**config.mk**
```make
export PLATFORM = sky130hd
export DESIGN_NAME = buzzer_arbiter
export DESIGN_NICKNAME = d
export VERILOG_FILES = /design/src/rtl/buzzer_arbiter.sv
export SDC_FILE = /design/constraint.sdc
export NUM_CORES = 1
export LEC_CHECK = 0
export BUFFER_PORTS_ARGS = -buffer_cell sky130_fd_sc_hd__buf_2
export CAP_MARGIN = 20
export CORE_MARGIN = 1
export CORE_UTILIZATION = 55
export CTS_CLUSTER_DIAMETER = 30
export DETAILED_ROUTE_END_ITERATION = 16
export GPL_TIMING_DRIVEN = 0
export PLACE_DENSITY_LB_ADDON = 0.12
export SYNTH_ARGS = -nofsm -noshare
export SYNTH_HDL_FRONTEND = slang
export SYNTH_SLANG_ARGS = --single-unit
```
**constraint.sdc**
```tcl
create_clock -name clk -period 9.7 [get_ports clk]
set_clock_uncertainty 0.05 [all_clocks]
set_input_delay 0.97 -clock clk [delete_from_list [all_inputs] [get_ports clk]]
set_output_delay 0.97 -clock clk [all_outputs]
set_load 0.05 [all_outputs]
```
**src/rtl/buzzer_arbiter.sv**
```systemverilog
// Arbitrates the four lock sound sources onto one piezo buzzer pin.
// Pending requests are latched and played in priority order: err > ok > key > tick.
module buzzer_arbiter #(
  parameter int unsigned KEY_HALF   = 32'd50000,
  parameter int unsigned KEY_LEN    = 32'd10000000,
  parameter int unsigned OK_HALF    = 32'd25000,
  parameter int unsigned OK_LEN     = 32'd30000000,
  parameter int unsigned ERR_HALF   = 32'd100000,
  parameter int unsigned ERR_LEN    = 32'd15000000,
  parameter int unsigned ERR_GAP_LO = 32'd5000000,
  parameter int unsigned ERR_GAP_HI = 32'd10000000,
  parameter int unsigned TICK_HALF  = 32'd100000,
  parameter int unsigned TICK_LEN   = 32'd5000000
) (
  input  logic       clk,
  input  logic       rst_n,
  input  logic       req_key,
  input  logic       req_ok,
  input  logic       req_err,
  input  logic       req_tick,
  output logic       buzzer,
  output logic       busy,
  output logic [2:0] active_src
);

  typedef enum logic {S_IDLE = 1'b0, S_PLAY = 1'b1} state_e;

  localparam logic [2:0] SRC_NONE = 3'd0;
  localparam logic [2:0] SRC_TICK = 3'd1;
  localparam logic [2:0] SRC_KEY  = 3'd2;
  localparam logic [2:0] SRC_OK   = 3'd3;
  localparam logic [2:0] SRC_ERR  = 3'd4;

  // Request/pending vectors are ordered {err, ok, key, tick}.
  function automatic logic [2:0] top_src(input logic [3:0] v);
    if (v[3])      return SRC_ERR;
    else if (v[2]) return SRC_OK;
    else if (v[1]) return SRC_KEY;
    else if (v[0]) return SRC_TICK;
    else           return SRC_NONE;
  endfunction

  function automatic logic [3:0] src_mask(input logic [2:0] s);
    case (s)
      SRC_TICK: return 4'b0001;
      SRC_KEY:  return 4'b0010;
      SRC_OK:   return 4'b0100;
      SRC_ERR:  return 4'b1000;
      default:  return 4'b0000;
    endcase
  endfunction

  function automatic logic [31:0] half_m1(input logic [2:0] s);
    case (s)
      SRC_TICK: return TICK_HALF - 32'd1;
      SRC_KEY:  return KEY_HALF - 32'd1;
      SRC_OK:   return OK_HALF - 32'd1;
      SRC_ERR:  return ERR_HALF - 32'd1;
      default:  return 32'd0;
    endcase
  endfunction

  function automatic logic [31:0] len_m1(input logic [2:0] s);
    case (s)
      SRC_TICK: return TICK_LEN - 32'd1;
      SRC_KEY:  return KEY_LEN - 32'd1;
      SRC_OK:   return OK_LEN - 32'd1;
      SRC_ERR:  return ERR_LEN - 32'd1;
      default:  return 32'd0;
    endcase
  endfunction

  state_e      state_q, state_d;
  logic [2:0]  src_q, src_d;
  logic [3:0]  pending_q, pending_d;
  logic [31:0] half_q, half_d;
  logic [31:0] dur_q, dur_d;
  logic        tone_q, tone_d;
  logic        buzzer_q, buzzer_d;
  logic [3:0]  req_v;
  logic [3:0]  clr_v;
  logic [2:0]  req_top;

  assign req_v   = {req_err, req_ok, req_key, req_tick};
  assign req_top = top_src(req_v);

  // Next-state: grant, preempt, retrigger, tone timing and end-of-tone.
  always_comb begin
    state_d = state_q;
    src_d   = src_q;
    half_d  = half_q;
    dur_d   = dur_q;
    tone_d  = tone_q;
    clr_v   = 4'b0000;
    case (state_q)
      S_IDLE: begin
        if ((pending_q | req_v) != 4'b0000) begin
          state_d = S_PLAY;
          src_d   = top_src(pending_q | req_v);
          clr_v   = src_mask(top_src(pending_q | req_v));
          half_d  = 32'd0;
          dur_d   = 32'd0;
          tone_d  = 1'b1;
        end else begin
          tone_d  = 1'b0;
        end
      end
      S_PLAY: begin
        if (req_top > src_q) begin
          src_d  = req_top;
          clr_v  = src_mask(req_top);
          half_d = 32'd0;
          dur_d  = 32'd0;
          tone_d = 1'b1;
        end else if ((req_v & src_mask(src_q)) != 4'b0000) begin
          // Retrigger: the active source's own request is consumed, never pended.
          clr_v  = src_mask(src_q);
          half_d = 32'd0;
          dur_d  = 32'd0;
          tone_d = 1'b1;
        end else if (dur_q == len_m1(src_q)) begin
          state_d = S_IDLE;
          src_d   = SRC_NONE;
          half_d  = 32'd0;
          dur_d   = 32'd0;
          tone_d  = 1'b0;
        end else begin
          dur_d = dur_q + 32'd1;
          if (half_q == half_m1(src_q)) begin
            half_d = 32'd0;
            tone_d = ~tone_q;
          end else begin
            half_d = half_q + 32'd1;
          end
        end
      end
      default: begin
        state_d = S_IDLE;
        src_d   = SRC_NONE;
        half_d  = 32'd0;
        dur_d   = 32'd0;
        tone_d  = 1'b0;
      end
    endcase
    pending_d = (pending_q | req_v) & ~clr_v;
    // The failure gap only masks the pin; the tone keeps toggling underneath.
    if ((src_d == SRC_ERR) && (dur_d >= ERR_GAP_LO) && (dur_d < ERR_GAP_HI)) begin
      buzzer_d = 1'b0;
    end else begin
      buzzer_d = tone_d;
    end
  end

  // State, counters and the registered buzzer drive.
  always_ff @(posedge clk or negedge rst_n) begin
    if (!rst_n) begin
      state_q   <= S_IDLE;
      src_q     <= SRC_NONE;
      pending_q <= 4'b0000;
      half_q    <= 32'd0;
      dur_q     <= 32'd0;
      tone_q    <= 1'b0;
      buzzer_q  <= 1'b0;
    end else begin
      state_q   <= state_d;
      src_q     <= src_d;
      pending_q <= pending_d;
      half_q    <= half_d;
      dur_q     <= dur_d;
      tone_q    <= tone_d;
      buzzer_q  <= buzzer_d;
    end
  end

  assign buzzer     = buzzer_q;
  assign busy       = (state_q == S_PLAY);
  assign active_src = src_q;

endmodule
```
==> results of run 1 <==
## flip-flops by register name (all words and copies together), names as in the netlist
signal and count:
active_src 3, busy 1, buzzer 1, dur_q 32, half_q 32, pending_q 4, tone_q 1
## routing by layer
metal / track usage (%) / vias to the layer above / wire (um)
met5: 0 / - / 0
met4: 12.33 / 0 / 294
met3: 6.809 / 26 / 1308
met2: 51.96 / 276 / 7145
met1: 44.70 / 2614 / 6883
li1: - / 2511 / -
## worst max-delay path: cells and delay by family
family	cells	cell delay, ns
simple gates	5	1.07
buf+inv	4	1.11
fa+ha+maj	1	0.31
compound gates	7	1.46
## through the flow
step / cell area, sq um / hold WS, ns
final: 5579 / 0.4145
after detailed placement: 5400 / 0.4433
after CTS: 5579 / 0.4195
after floorplan: 5181 / 0.4042
after global routing: 5579 / 0.4163
after global placement: 5370 / 0.4384
## Yosys cell counts (9+ instances only)
cell type  count  share of area (%)
a31oi_1       10                1.2
and3_1        21                2.5
or3_1         14                1.7
nand2_1       85                6.2
a21oi_1       33                3.2
inv_1         16                1.2
buf_2          9               0.87
nor2b_1       12                1.4
nand4_1       13                1.6
o21ai_1       13                1.3
nor3_1        13                1.3
clkbuf_1      30                2.2
dfrtp_1       74                 36
o21ai_0       66                6.4
nand2b_1      15                1.8
nand3_1       36                3.5
o31ai_1       20                2.9
nor4_1        11                1.3
nor2_1        39                2.8
## cells in the final DEF (no fill, tap or decap), types with 8 or more instances in the layout
master and instances:
a21oi_1 33, a31oi_1 10, and2_1 8, and3_1 21, and4_1 8, buf_2 18
clkbuf_1 34, clkbuf_8 9, dfrtp_1 74, inv_1 16, nand2_1 85, nand2b_1 15
nand3_1 36, nand4_1 13, nor2_1 39, nor2b_1 12, nor3_1 13, nor4_1 11
o21ai_0 66, o21ai_1 13, o31ai_1 20, o41ai_1 8, or3_1 14
## how the worst max path moves through the flow
stage	cells after the start	from	end	slack (ns)
final	17	req_err	buzzer$_DFF_PN0_	4.96
after global placement	17	req_err	buzzer$_DFF_PN0_	4.80
after detailed placement	17	req_err	buzzer$_DFF_PN0_	4.80
after CTS	17	req_err	buzzer$_DFF_PN0_	5.16
after global routing	17	req_err	buzzer$_DFF_PN0_	4.81
after floorplan	16	req_err	buzzer$_DFF_PN0_	5.66
## power by group through the flow
stage	logic (uW)	clock network [uW]	registers, uW
CTS	766	239	362
global placement	739	0	366
detailed placement	761	0	368
global route	843	251	367
floorplan	531	0	390
finish	788	236	363
## layout make-up
type	count	area share [%]
sequential	74	33.19
tap	111	2.489
timing repair buffer	11	1.435
buffer	44	3.566
inverter	18	1.211
multi-input combinational	521	54.90
clock buffer	13	2.489
clock inverter	3	0.7176
## kinds of logic after synthesis
logic type	count (synthesis)
AO/OA/AOI/OAI	215
XOR/XNOR	8
adder cells (fa/ha/maj)	5
buffers and inverters	62
flip-flops	74
AND/OR/NAND/NOR	293
==> metrics.txt, run 1 <==
CP Launch Type primary input; Yosys reg bits between 70 and 80; Pre-antenna DRT Iters 6; Slew @ Worst Pin approximately 1 ns; path category of the worst min-delay check primary input to asynchronous set/reset pin; register area share after synthesis a little over a third; Final Critical Period between 4 and 5 ns; Final nets between 600 and 700; Yosys cell types between 60 and 70; Worst-path clk slew around 0.09 ns; crit path DAT 4.92 ns; Clock Tree Buf Depth 2; Reg area 1852 sq um; initial antenna violation count 0; Area Overhead vs Synth 7.679%; sw frac roughly half; WL final approximately 16000 um; Seq pwr share around a quarter; largest family of logic cells by synthesized area simple AND/OR/NAND/NOR gates; Skew-Pair Late Insertion Delay about 0.36 ns; CP max FO 10; row count 35; Synth Area in Compound Gates between 20 and 30%; Fmax about 210 MHz; CTS root buf clkbuf_8; pre-CTS setup slack between 4 and 5 ns; Util after Layout 60.67%; Final Cycle Share 48.91%; post-synthesis mux area share 0%; crit path cell chain buf_2 > clkbuf_1 > nor2_1 > ha_1 > nor2b_1 > o21ai_0 > a32o_1 > clkbuf_1 > and3_1 > clkbuf_1 > o2111ai_1 > nand3_1 > nor2_1 > o311ai_1 > a211oi_1 > o311a_1 > o31a_1; GRT Overall Usage about a third; area occupied by multi-input gates 3063 sq um; Worst path most repeated cell clkbuf_1; crit path max-delay cell type clkbuf_1; gpl congestion 0.9695; Die Y 99.06 um; Clock power frac 17.0%; global route overflow 0; max-cap violation count 0; H-tree Lvls 3; Max-slew headroom around a third; Post-synth EDFFs 0; Die X-Extent roughly 99 um; ratio of cells with drive above 1 in the final layout about 6.6%; Worst R2R Path Depth 15; Setup WS post-layout approximately 5.0 ns; ys async rst share 100.0%; Net Sw Power between 600 and 700 uW; Starting Density between 50% and 60%; internal power a little over 700 uW; post-synthesis area per instance slightly below 8 sq um; worst r2r dst buzzer$_DFF_PN0_; Simple-Gate Fraction of Synth Area 29.27%; max incr delay on CP 0.49 ns; Tot Pwr around 1400 uW; via/cell ratio 6.826; Post-Syn Nets ~670; Residual DRC 0; max-slew violation count 0; TNS Setup 0 ns; total CTS buffers 9; pwr dens 248.8 nW/um^2; Mapped Area 5181 sq um; Routed WL per cell roughly 20 um; dpl cells about 780; FILL cells between 800 and 900; vias in the first global route 5052; IO Port Bufs 10; Final Non-Filler Cells 795; Sink Count 74; CORE AREA 9196 sq um; status finished, final reports clean; largest net degree at the start of global routing 60; Synth Area in XOR/XNOR 1.352%; Fin. Hold Viols 0; hpwl dp 11050 um; Comb power frac a little under three fifths; antenna cells 0; Die Area between 9000 and 10000 sq um; ys flop type dfrtp_1; # setup viols final 0; Post-Synth Adder-Cell Area 1.207%; drt first-iter violations approximately 530; reg2reg start active_src[2]$_DFF_PN0_; RSZ-0062 raised after global routing no; WP data required between 9 and 10 ns; Final ANT Viol Nets 0; Peak supply drop about 0.11 mV; CP Class primary input to flop; # Post-CTS Setup Buffers 0; first-pass GRT wire length 25300 um; CTS tree built; Synth Instances between 600 and 700; Yosys warning count 0; I/O pin cnt 11; Lkg Pwr around 0.0022 uW; flop2flop setup slack 5.18 ns; Worst Setup End Kind flop; CTS hold repair buffers 0; total number of vias roughly 5.4k; # resized after CTS 0
Power figures use the tool's default switching activity.
==> inputs of run 2 (changes only) <==
--- a/config.mk
+++ b/config.mk
@@ -5,6 +5,7 @@
 export SDC_FILE = /design/constraint.sdc
 export NUM_CORES = 1
 export LEC_CHECK = 0
+export ABC_AREA = 1
 export BUFFER_PORTS_ARGS = -buffer_cell sky130_fd_sc_hd__buf_2
 export CAP_MARGIN = 20
 export CORE_MARGIN = 1
==> constraint.sdc (replaced) <==
create_clock -name clk -period 4.1 [get_ports clk]
set_clock_uncertainty 0.05 [all_clocks]
set_input_delay 0.41 -clock clk [delete_from_list [all_inputs] [get_ports clk]]
set_output_delay 0.41 -clock clk [all_outputs]
set_load 0.05 [all_outputs]
==> metrics.txt, run 2 <==
Final Cycle Share roughly four fifths; # Post-CTS Setup Buffers 0 (unchanged); gpl congestion 0.9670 (was 0.9695); Worst-path clk slew 0.09 ns (about the same); most common cell in the netlist nand2_1 (unchanged); FILL cells 977 (was 819); CP Launch Point active_src[2]$_DFF_PN0_ (was req_err); Die X-Extent 102.7 um (was 99.06 um); Area Overhead vs Synth 8.208% (was 7.679%); Net Sw Power 1348 uW (was 667.5 uW); H-tree Lvls 3 (unchanged); Skew-Pair Late Insertion Delay 0.38 ns (was 0.36 ns); Util after Layout 61.48% (was 60.67%); critical path capture point buzzer$_DFF_PN0_ (unchanged); # resized after CTS 0 (unchanged); fin area 6037 sq um (was 5579 sq um); area occupied by multi-input gates 3172 sq um (was 3063 sq um); status finished, final reports clean (unchanged); sw frac 47.98% (was 48.09%); commonest non-fill, non-tap cells in the layout nand2_1, nor2_1, inv_1 (was nand2_1, dfrtp_1, o21ai_0); reg2reg start active_src[2]$_DFF_PN0_ (unchanged); antenna cells 0 (unchanged); largest net degree at the start of global routing 45 (was 60); Mapped Area 5579 sq um (was 5181 sq um); Setup WS post-layout 0.8305 ns (was 4.955 ns); Yosys cell types 45 (was 69); Worst R2R Path Depth 17 (was 15); Worst Setup End Kind flop (unchanged); path category of the worst min-delay check primary input to flop (was primary input to asynchronous set/reset pin); ratio of cells with drive above 1 in the final layout 8.463% (was 6.579%); RSZ-0062 raised after global routing no (unchanged); Starting Density 56.82% (was 56.34%); row count 36 (was 35); Post-synth EDFFs 0 (unchanged); ys async rst share 100.0% (unchanged); CP Launch Type flop (was primary input); Die Y 102.7 um (was 99.06 um); crit path DAT 3.49 ns (was 4.92 ns); ys flop type dfrtp_1 (unchanged); Routed WL per cell 15.98 um (was 19.66 um); top cells by area, synth dfrtp_1, nand2_1, nor2_1, inv_1, nand3_1 (was dfrtp_1, o21ai_0, nand2_1, nand3_1, a21oi_1); Yosys reg bits 74 (unchanged); CTS root buf clkbuf_8 (unchanged); CP Class flop to flop (was primary input to flop); Regs by FF count dur_q (32), half_q (32), pending_q (4) (unchanged); worst r2r dst buzzer$_DFF_PN0_ (unchanged); drt first-iter violations 488 (was 528); Yosys warning count 0 (unchanged); total number of vias 5738 (was 5427); register area share after synthesis 33.19% (was 35.74%); commonest non-fill, non-tap cell in the layout nand2_1 (unchanged); Synth area leader dfrtp_1 (unchanged); Synth Instances 869 (was 657); GRT Overall Usage 33.77% (was 32.91%); Final Critical Period between 3 and 4 ns; Comb power frac 48.4% (was 56.8%); CTS hold repair buffers 1 (was 0); post-synthesis area per instance 6.420 sq um (was 7.886 sq um); first-pass GRT wire length 26570 um (was 25300 um); max-slew violation count 0 (unchanged); Sink Count 74 (unchanged); Fmax 305.9 MHz; Peak supply drop 0.5019 mV (was 0.1125 mV); Lkg Pwr 0.002803 uW (was 0.002237 uW); most frequent cells after synthesis nand2_1, nor2_1, inv_1 (was nand2_1, dfrtp_1, o21ai_0); TNS Setup 0 ns (unchanged); dpl cell area 5826 sq um (was 5400 sq um); Final ANT Viol Nets 0 (unchanged); Pre-antenna DRT Iters 6 (unchanged); I/O pin cnt 11 (unchanged); initial antenna violation count 0 (unchanged); WP data required 4.32 ns (was 9.88 ns); flop2flop setup slack 0.83 ns (was 5.18 ns); Synth top area share 33.19% (was 35.74%); WL final 16470 um (was 15630 um); Post-Syn Nets 880 (was 668); IO Port Bufs 10 (unchanged); global route overflow 0 (unchanged); vias in the first global route 5235 (was 5052); CP max FO 10 (unchanged); Max-slew headroom 48.51% (was 32.51%); Residual DRC 0 (unchanged); Die Area 10550 sq um (was 9813 sq um); Slew @ Worst Pin 0.7665 ns (was 1.004 ns); CORE AREA 9819 sq um (was 9196 sq um); pre-CTS setup slack 0.2868 ns (was 4.799 ns); total CTS buffers 9 (unchanged); max-cap violation count 0 (unchanged); Clock power frac 21.0% (was 17.0%); internal power 1462 uW (was 720.4 uW); hpwl dp 12410 um (was 11050 um); CTS tree built (unchanged); pwr dens 465.5 nW/um^2 (was 248.8 nW/um^2); Seq pwr share 30.6% (was 26.2%); Reg area 1852 sq um (unchanged); via/cell ratio 5.565 (was 6.826); # setup viols final 0 (unchanged); Clock Tree Buf Depth 2 (unchanged); Final nets 904 (was 690); Fin. Hold Viols 0 (unchanged)
run 2: changes by cell type after synthesis, sizes merged, moves of 20 or more:
cell	change
o21ai	-32
clkbuf	-20
nand3	+43
inv	+105
nand2	+153
nor2	+110
run 2: power by group through the flow:
stage | Combinational [uW] | Sequential [uW] | Clock [uW]
floorplan | 932 | 925 | 0
global placement | 1310 | 872 | 0
detailed placement | 1340 | 873 | 0
CTS | 1340 | 859 | 600
global route | 1510 | 871 | 624
finish | 1360 | 861 | 590
run 2: how the worst min path moves through the flow:
stage,start,endpoint,slack [ns],depth (start not counted)
2_1_floorplan,rst_n,active_src[0]$_DFF_PN0_,0.06,0
3_3_place_gp,half_q[31]$_DFFE_PN0P_,half_q[31]$_DFFE_PN0P_,0.47,2
3_5_place_dp,rst_n,half_q[24]$_DFFE_PN0P_,0.34,1
4_1_cts,req_tick,pending_q[0]$_DFF_PN0_,0.33,3
5_1_grt,req_tick,pending_q[0]$_DFF_PN0_,0.39,3
6_report,req_tick,pending_q[0]$_DFF_PN0_,0.35,3
run 2: logic make-up after synthesis:
group                    count (synthesis)  synth area share (%)
AO/OA/AOI/OAI                          101                 10.88
adder cells (fa/ha/maj)                  5                 1.121
flip-flops                              74                 33.19
buffers and inverters                  140                 9.957
XOR/XNOR                                15                 2.355
AND/OR/NAND/NOR                        534                 42.50
run 2: critical path, stage by stage (launching register included):
cell and delay, ns:
dfrtp_1 0.55, inv_4 0.12, ha_1 0.32, a21oi_1 0.12, o21ai_0 0.08, nand2_1 0.15, nand2_1 0.17, nor2_8 0.25
buf_6 0.21, o211ai_1 0.14, o21bai_2 0.23, nand2_1 0.08, nor2_1 0.08, nand3_1 0.10, nand3_1 0.16, a21oi_1 0.10
nor2_1 0.19, nor2_1 0.06
run 2: per-layer routing:
metal  vias to the layer above  share of wire (%)  GRT usage (%)
li1                       2859                  -              -
met1                      2635                 47          48.92
met2                       222                 43          49.79
met3                        22                8.1          6.508
met4                         0                1.9          12.20
met5                         -                  0              0
run 2: area by class of cell:
class / instances / area share (%)
clock inverter: 6 / 1.098
sequential: 74 / 30.67
buffer: 17 / 1.513
multi-input combinational: 655 / 52.54
clock buffer: 10 / 2.114
timing repair buffer: 13 / 1.617
inverter: 123 / 7.689
tap: 133 / 2.756
run 2: metrics by stage:
step / total power [uW] / instances / hold slack, ns
after CTS: 2800 / 1030 / 0.3325
after global routing: 3004 / 1031 / 0.3923
after floorplan: 1857 / 869 / 0.06441
after detailed placement: 2210 / 1013 / 0.3431
after global placement: 2180 / 1012 / 0.4678
final: 2810 / 1031 / 0.3519
==> inputs of run 3 (changes only) <==
==> constraint.sdc (replaced) <==
create_clock -name clk -period 3.25 [get_ports clk]
set_clock_uncertainty 0.05 [all_clocks]
set_input_delay 0.325 -clock clk [delete_from_list [all_inputs] [get_ports clk]]
set_output_delay 0.325 -clock clk [all_outputs]
set_load 0.05 [all_outputs]
==> metrics.txt, run 3 (same netlist as run 2, synthesis figures left out) <==
status finished, final reports clean (unchanged); Slew @ Worst Pin 0.6436 ns (was 0.7665 ns); RSZ-0062 raised after global routing no (unchanged); Die Area 10550 sq um (unchanged); total number of vias 5760 (was 5738); initial antenna violation count 0 (unchanged); crit path cell chain nor2_1 > nand2_1 > nor3_4 > nand2_2 > clkinv_1 > buf_2 > nand2_1 > nand4_1 > nand3_1 > nand3_1 > a21oi_1 > nor2_1 > nor2_1 (was inv_4 > ha_1 > a21oi_1 > o21ai_0 > nand2_1 > nand2_1 > nor2_8 > buf_6 > o211ai_1 > o21bai_2 > nand2_1 > nor2_1 > nand3_1 > nand3_1 > a21oi_1 > nor2_1 > nor2_1); Sink Count 74 (unchanged); Worst Setup End Kind flop (unchanged); Fin. Hold Viols 0 (unchanged); CTS tree built (unchanged); drt first-iter violations 454 (was 488); WL final 16480 um (was 16470 um); Worst Path Buf+Inv 2 (unchanged); WHS Endpoint pending_q[0]$_DFF_PN0_ (unchanged); Lkg Pwr 0.002832 uW (was 0.002803 uW); Starting Density 56.82% (unchanged); Setup WS post-layout 0.1583 ns (was 0.8305 ns); commonest non-fill, non-tap cells in the layout nand2_1, nor2_1, inv_1 (unchanged); hpwl dp 12410 um (unchanged); Final ANT Viol Nets 0 (unchanged); H-tree Lvls 3 (unchanged); Pre-antenna DRT Iters 4 (was 6); Area Overhead vs Synth 9.128% (was 8.208%); # setup viols final 0 (unchanged); CP Launch Type flop (unchanged); CP delay by family, top simple AND/OR/NAND/NOR gates (unchanged); row count 36 (unchanged); Final nets 905 (was 904); IO Port Bufs 10 (unchanged); gpl congestion 0.9670 (unchanged); Residual DRC 0 (unchanged); max-cap violation count 0 (unchanged); Die X-Extent 102.7 um (unchanged); Clock Tree Buf Depth 2 (unchanged); WP data required 3.47 ns (was 4.32 ns); crit path max-delay cell type clkinv_1 (was dfrtp_1); pwr dens 589.7 nW/um^2 (was 465.5 nW/um^2); antenna cells 0 (unchanged); worst r2r dst buzzer$_DFF_PN0_ (unchanged); Worst-path clk slew 0.09 ns (about the same); max-slew violation count 0 (unchanged); Fmax 323.4 MHz (was 305.9 MHz); hold depth 3 (unchanged); global route overflow 0 (unchanged); vias in the first global route 5238 (was 5235); max incr delay on CP 0.37 ns (was 0.55 ns); ratio of cells with drive above 1 in the final layout 9.344% (was 8.463%); hold_sp req_tick (unchanged); CP max FO 10 (unchanged); Regs by FF count dur_q (32), half_q (32), pending_q (4) (unchanged); CTS root buf clkbuf_8 (unchanged); largest net degree at the start of global routing 45 (unchanged); reg2reg start pending_q[1]$_DFF_PN0_ (was active_src[2]$_DFF_PN0_); path category of the worst min-delay check primary input to flop (unchanged); CORE AREA 9819 sq um (unchanged); Final Non-Filler Cells 1032 (was 1031); Final Cycle Share 95.13% (was 79.74%); pre-CTS setup slack -0.4782 ns (was 0.2868 ns); Worst path most repeated cell nor2_1; first-pass GRT wire length 26580 um (was 26570 um); via/cell ratio 5.581 (was 5.565); total CTS buffers 9 (unchanged); Routed WL per cell 15.97 um (was 15.98 um); Max-slew headroom 56.70% (was 48.51%); Skew-Pair Late Insertion Delay 0.39 ns (was 0.38 ns); Peak supply drop 0.6468 mV (was 0.5019 mV); commonest non-fill, non-tap cell in the layout nand2_1 (unchanged); Die Y 102.7 um (unchanged); I/O pin cnt 11 (unchanged); CP Class flop to flop (unchanged); crit path DAT 3.31 ns (was 3.49 ns); Final Critical Period 3.092 ns (was 3.269 ns); flop2flop setup slack 0.16 ns (was 0.83 ns); dpl cells 1013 (unchanged); Worst R2R Path Depth 13 (was 17); GRT Overall Usage 33.78% (was 33.77%)
run 3: power by group:
part           leakage (uW)  switching, uW  internal (uW)
clock network      0.000101            390            358
registers          0.000993           78.7           1010
logic               0.00174           1250            509
run 3: worst reg2reg max path: stages, from the launching register on:
cell and delay (ns):
dfrtp_1 0.36, nor2_1 0.21, nand2_1 0.15, nor3_4 0.36
nand2_2 0.30, clkinv_1 0.38, buf_2 0.34, nand2_1 0.12
nand4_1 0.12, nand3_1 0.09, nand3_1 0.15, a21oi_1 0.09
nor2_1 0.20, nor2_1 0.07
run 3: through the flow:
stage / cell area [sq um] / power [uW] / utilization [%] / setup TNS [ns] / hold slack (ns)
floorplan: 5579 / 2342 / - / 0 / -0.02059
global placement: 5796 / 2751 / 59.02 / -0.7471 / 0.4678
detailed placement: 5826 / 2788 / 59.33 / -1.713 / 0.2581
CTS: 6035 / 3533 / 61.46 / 0 / 0.2475
global route: 6088 / 3833 / 62.00 / 0 / 0.3073
finish: 6088 / 3590 / 62.00 / 0 / 0.2666
run 3: repair_timing:
item / CTS / global route
cloned: 0 / 0
pin swaps: 0 / 3
endpoints found under the hold margin: 30 / 0
gates resized for setup: 1 / 11
buffers inserted: 0 / 2
setup endpoints to repair: 5 / 1
hold buffers: 1 / 0
run 3: final cells by class:
class / instances / area, sq um
Fill cell: 971 / 3731
Multi-Input combinational cell: 655 / 3207
Sequential cell: 74 / 1854
Inverter: 123 / 464.2
Tap cell: 133 / 166.4
Clock buffer: 10 / 127.6
Timing Repair Buffer: 14 / 105.1
Buffer: 17 / 97.59
Clock inverter: 6 / 66.31
run 3: routing by layer:
metal	GRT usage (%)	vias up	part of all wire [%]
met5	0	-	0
met4	12.20	0	2.1
met3	6.508	24	7.7
met2	49.85	204	43
met1	48.92	2675	48
li1	-	2857	-
run 3: worst max-delay path by stage:
| stage | from | depth (start not counted) | endpoint | slack, ns |
|---|---|---|---|---|
| after floorplan | active_src[2]$_DFF_PN0_ | 17 | buzzer$_DFF_PN0_ | 0.38 |
| after global placement | req_key | 14 | buzzer$_DFF_PN0_ | -0.39 |
| after detailed placement | req_key | 14 | buzzer$_DFF_PN0_ | -0.48 |
| after CTS | active_src[2]$_DFF_PN0_ | 17 | buzzer$_DFF_PN0_ | 0.03 |
| after global routing | pending_q[1]$_DFF_PN0_ | 13 | buzzer$_DFF_PN0_ | 0.003 |
| final | pending_q[1]$_DFF_PN0_ | 13 | buzzer$_DFF_PN0_ | 0.16 |
